### config.mk
export PLATFORM = sky130hd
export DESIGN_NAME = datapath_gen
export DESIGN_NICKNAME = d
export VERILOG_FILES = /design/src/rtl/datapath_gen.sv
export SDC_FILE = /design/constraint.sdc
export NUM_CORES = 1
export LEC_CHECK = 0
export CORE_ASPECT_RATIO = 1.2
export CORE_MARGIN = 1
export CORE_UTILIZATION = 50
export DETAILED_ROUTE_END_ITERATION = 6
export PLACE_DENSITY = 0.69
export SLEW_MARGIN = 40
export SYNTH_ARGS = -nofsm -noshare
export SYNTH_HDL_FRONTEND = slang
export SYNTH_SLANG_ARGS = --single-unit
### constraint.sdc
create_clock -name clk -period 18.15 [get_ports clk]
set_input_delay 3.63 -clock clk [delete_from_list [all_inputs] [get_ports clk]]
set_output_delay 3.63 -clock clk [all_outputs]
set_load 0.02 [all_outputs]
### src/rtl/datapath_gen.sv
// Parametrised CPU datapath: register file, A/B operands, shifter, ALU, result C and N/V/Z status.
// All control comes cycle by cycle from an external controller; no bypassing anywhere.
module datapath_gen #(
  parameter int unsigned WIDTH = 16,
  parameter int unsigned NREGS = 8,
  localparam int unsigned AW = $clog2(NREGS)
) (
  input  logic             clk,
  input  logic             reset,
  input  logic [AW-1:0]    readnum,
  input  logic [AW-1:0]    writenum,
  input  logic             write,
  input  logic [1:0]       vsel,
  input  logic             loada,
  input  logic             loadb,
  input  logic             asel,
  input  logic             bsel,
  input  logic [1:0]       shift,
  input  logic [1:0]       ALUop,
  input  logic             loadc,
  input  logic             loads,
  input  logic [WIDTH-1:0] datapath_in,
  input  logic [WIDTH-1:0] imm,
  output logic [WIDTH-1:0] datapath_out,
  output logic             Z_out,
  output logic             N_out,
  output logic             V_out
);

  localparam int unsigned MSB = WIDTH - 1;

  logic [WIDTH-1:0] regs_q [NREGS];
  logic [WIDTH-1:0] a_q, b_q, c_q;
  logic             n_q, v_q, z_q;

  logic [WIDTH-1:0] rd_data, wb_data, b_sh, ain, bin, alu_res;
  logic             alu_v;

  assign rd_data = regs_q[readnum];

  always_comb begin
    wb_data = '0;
    unique case (vsel)
      2'b00: wb_data = c_q;
      2'b01: wb_data = datapath_in;
      2'b10: wb_data = imm;
      2'b11: wb_data = {{(WIDTH-3){1'b0}}, n_q, v_q, z_q};
      default: wb_data = '0;
    endcase
  end

  always_comb begin
    b_sh = b_q;
    unique case (shift)
      2'b00: b_sh = b_q;
      2'b01: b_sh = {b_q[MSB-1:0], 1'b0};
      2'b10: b_sh = {1'b0, b_q[MSB:1]};
      2'b11: b_sh = {b_q[MSB], b_q[MSB:1]};
      default: b_sh = b_q;
    endcase
  end

  assign ain = asel ? '0 : a_q;
  assign bin = bsel ? imm : b_sh;

  // Overflow: sign of result disagrees with Ain when the effective operand signs agree.
  always_comb begin
    alu_res = '0;
    alu_v   = 1'b0;
    unique case (ALUop)
      2'b00: begin
        alu_res = ain + bin;
        alu_v   = (ain[MSB] == bin[MSB]) && (alu_res[MSB] != ain[MSB]);
      end
      2'b01: begin
        alu_res = ain - bin;
        alu_v   = (ain[MSB] != bin[MSB]) && (alu_res[MSB] != ain[MSB]);
      end
      2'b10: alu_res = ain & bin;
      2'b11: alu_res = ~bin;
      default: alu_res = '0;
    endcase
  end

  always_ff @(posedge clk or posedge reset) begin
    if (reset) begin
      for (int unsigned i = 0; i < NREGS; i++) begin
        regs_q[i] <= '0;
      end
    end else if (write) begin
      regs_q[writenum] <= wb_data;
    end
  end

  always_ff @(posedge clk or posedge reset) begin
    if (reset) begin
      a_q <= '0;
      b_q <= '0;
      c_q <= '0;
      n_q <= 1'b0;
      v_q <= 1'b0;
      z_q <= 1'b0;
    end else begin
      if (loada) a_q <= rd_data;
      if (loadb) b_q <= rd_data;
      if (loadc) c_q <= alu_res;
      if (loads) begin
        n_q <= alu_res[MSB];
        v_q <= alu_v;
        z_q <= (alu_res == '0);
      end
    end
  end

  assign datapath_out = c_q;
  assign Z_out        = z_q;
  assign N_out        = n_q;
  assign V_out        = v_q;

endmodule

==> flow_metrics.env <==
export IMPL_setup_viol=0
export IMPL_globalRouteTotalUtil=0.2719
export IMPL_fp_dieW_um=133.0
export IMPL_gp_congestion=0.9322
export IMPL_grt_max_degree=66
export IMPL_rsz0062_at_grt="false"
export IMPL_outcome="complete, no violations"
export IMPL_slew_violations=0
export IMPL_postSynthCellCount=1053
export IMPL_final_cell_mix="dfrtp_1, nor2_1, a21oi_1, nand2_1, o21ai_0"
export IMPL_cts_sinks=179
export IMPL_cts_tree="yes"
export IMPL_clockPowerShare=0.281
export IMPL_layout_drive_gt1_share=0.1364
export IMPL_ys_flop_type="dfrtp_1"
export IMPL_period_share=0.4273
export IMPL_ys_types=73
export IMPL_clock_latency_ns=0.43
export IMPL_use_met2=0.4776
export IMPL_fin_total_pwr_mw=1.319
export IMPL_min_period_ns=7.756
export IMPL_first_pass_iters=5
export IMPL_die_area_sq_mm=0.02119
export IMPL_combPwrFrac=0.303
export IMPL_arrival_ns=8.08
export IMPL_io_pins=72
export IMPL_cts_setup_buffers=0
export IMPL_criticalPathCategory="in2reg"
export IMPL_crit_family="compound AO/OA/AOI/OAI gates"
export IMPL_fin_tns_setup_ns=0
export IMPL_grt_pass1_wl_um=44260
export IMPL_drt_initial_drc_count=660
export IMPL_start_util=0.5087
export IMPL_synth_edf_count=0
export IMPL_cts_htree_levels=4
export IMPL_use_met1=0.3411
export IMPL_wl_per_cell_um=20.03
export IMPL_clockBufferDepth=2
export IMPL_globalRoute_busiestLayer="met2"
export IMPL_ctsResizeCount=0
export IMPL_hpwl_um=19510
export IMPL_viasPerCell=5.884
export IMPL_io_buffers=71
export IMPL_path_common_cell="inv_1"
export IMPL_post_route_util=0.5832
export IMPL_path_cells="clkdlybuf4s50_1 -> nor3b_1 -> o22ai_1 -> inv_1 -> ha_1 -> inv_1 -> fa_1 -> and2b_1 -> o211ai_1 -> a31oi_2 -> nor2_1 -> and3_1 -> a2111oi_1 -> nor4_1 -> and4_1 -> a32o_1"
export IMPL_fin_area_sq_mm=0.01181
export IMPL_fp_dieH_um=159.3
export IMPL_ys_seq_elements=179
export IMPL_max_clock_freq_mhz=128.9
export IMPL_async_reset_ff_frac=1.000
export IMPL_hold_viol=0
export IMPL_synth_area_per_cell_sq_um=9.785
export IMPL_cts_buffers=17
export IMPL_core_area_sq_mm=0.02025
export IMPL_syn_nets=1141
export IMPL_yosysWarnings=0
export IMPL_gr_total_overflow=0
export IMPL_cp_max_fo=25
export IMPL_rows=57
export IMPL_relSlewSlack=0.4605
export IMPL_root_buffer="clkbuf_16"
export IMPL_drt_wl_total_um=27490
export IMPL_syn_to_final_growth_pct=14.65
export IMPL_clk_pin_slew_ns=0.07
export IMPL_cp_slowest_stage_delay_ns=0.81
export IMPL_layout_cells_most_common="dfrtp_1"
export IMPL_fin_nets=1182
export IMPL_p_sw_frac=0.3494
export IMPL_p_sw_uw=460.7
export IMPL_power_internal_uw=858.0
export IMPL_critical_path_buf_inv_count=3
export IMPL_drtAntennaViolNets=0
export IMPL_tightest_slew_ns=0.8093
export IMPL_cap_viol_max_count=0
export IMPL_synth_seq_area_share=0.4347
export IMPL_drc=0
export IMPL_antenna_found_initial=1
export IMPL_min_path_type="reg2reg"
export IMPL_finalClockSkew_ns=0.009820
export IMPL_leakagePower_nw=5.080
export IMPL_required_ns=18.48
export IMPL_holdBufCountCts=0
export IMPL_cp_start_kind="input port"
export IMPL_vdd_drop_max_uv=65.48
export IMPL_power_density_mw_per_mm2=111.6
export IMPL_met3_usage=0.03534
export IMPL_worst_path_max_delay_cell="clkdlybuf4s50_1"
export IMPL_holdWs_ns=0.4755
export IMPL_vias=8073
export IMPL_grt_pass1_vias=8224
export IMPL_placed_area_sq_mm=0.01121
export IMPL_cp_end_kind="flop"
export IMPL_diodes=0
export IMPL_syn_area_sq_mm=0.01030
export IMPL_seqPwrFrac=0.416
==> state kept, by name, summed over array words and instances (netlist names) <==
register	flops
Z_out	1
V_out	1
datapath_out	16
N_out	1
regs_q	128
a_q	16
b_q	16
==> kinds of logic (layout without fill, tap and decap cells) <==
group,Yosys count,count (layout),synth area share
simple gates,323,323,0.1434
fa+ha+maj,35,35,0.04396
xor+xnor,8,8,0.006801
compound gates,279,279,0.1601
mux,127,127,0.1707
flops,179,179,0.4347
buf+inv,102,156,0.04032
==> final timing paths <==
path | from | endpoint | slack (ns) | depth (start not counted)
setup / recovery | shift[1] | Z_out | 10.39 | 16
hold / removal | regs_q[74] | regs_q[74] | 0.48 | 2
setup reg to reg | b_q[0] | Z_out | 14.16 | 15
hold reg to reg | regs_q[74] | regs_q[74] | 0.48 | 2
max in group asynchronous | reset | a_q[4] | 12.98 | 4
min in group asynchronous | reset | datapath_out[12] | 3.61 | 2
==> metal layers <==
layer,part of all wire,vias to the layer above
met1,0.42,3988
met5,0.00047,-
li1,-,3835
met3,0.030,51
met4,0.027,2
met2,0.52,197
==> final cells by class <==
cell class	instances	area (sq um)
Clock inverter	15	177.7
Inverter	35	136.4
Sequential cell	179	4479
Tap cell	265	331.6
Timing Repair Buffer	89	828.3
Multi-Input combinational cell	772	5434
Fill cell	1811	8442
Clock buffer	17	425.4
==> synthesized netlist by cell type, drive strengths merged (4+ instances only) <==
cell / number / share of area
nor2: 138 / 0.051
o211ai: 7 / 0.0051
clkbuf: 46 / 0.017
nand2b: 14 / 0.0087
nand3b: 4 / 0.0029
nand3: 12 / 0.0058
o221ai: 5 / 0.0049
nor3b: 6 / 0.0044
a211oi: 4 / 0.0029
o21bai: 4 / 0.0029
dfrtp: 179 / 0.43
mux2: 40 / 0.044
nand2: 90 / 0.033
mux2i: 52 / 0.051
nand4b: 4 / 0.0034
o21ai: 86 / 0.042
a21oi: 130 / 0.064
ha: 33 / 0.040
a31oi: 7 / 0.0049
buf: 21 / 0.011
mux4: 35 / 0.077
nor4: 4 / 0.0024
nor3: 9 / 0.0049
nor2b: 23 / 0.014
or3: 6 / 0.0036
o311ai: 5 / 0.0060
xnor2: 5 / 0.0042
inv: 34 / 0.012
==> tightest hold or removal path: cells and delay by family (launching register included) <==
family / cells / cell delay [ns]
DFF: 1 / 0.34
AOI/OAI and AO/OA: 1 / 0.06
and+or+nand+nor: 1 / 0.04
==> metrics by stage <==
stage | instances | setup slack (ns)
floorplan | 1053 | 9.661
global placement | 1340 | 9.920
detailed placement | 1340 | 9.889
CTS | 1372 | 10.35
global route | 1372 | 10.13
finish | 1372 | 10.39
==> power groups by stage <==
stage	Clock [mW]	Sequential [mW]	Combinational, mW
global placement	0	0.551	0.390
finish	0.371	0.549	0.399
CTS	0.379	0.548	0.399
detailed placement	0	0.554	0.397
floorplan	0	0.547	0.279
global route	0.392	0.561	0.439
Note: power is estimated with default switching activity, not from simulation.
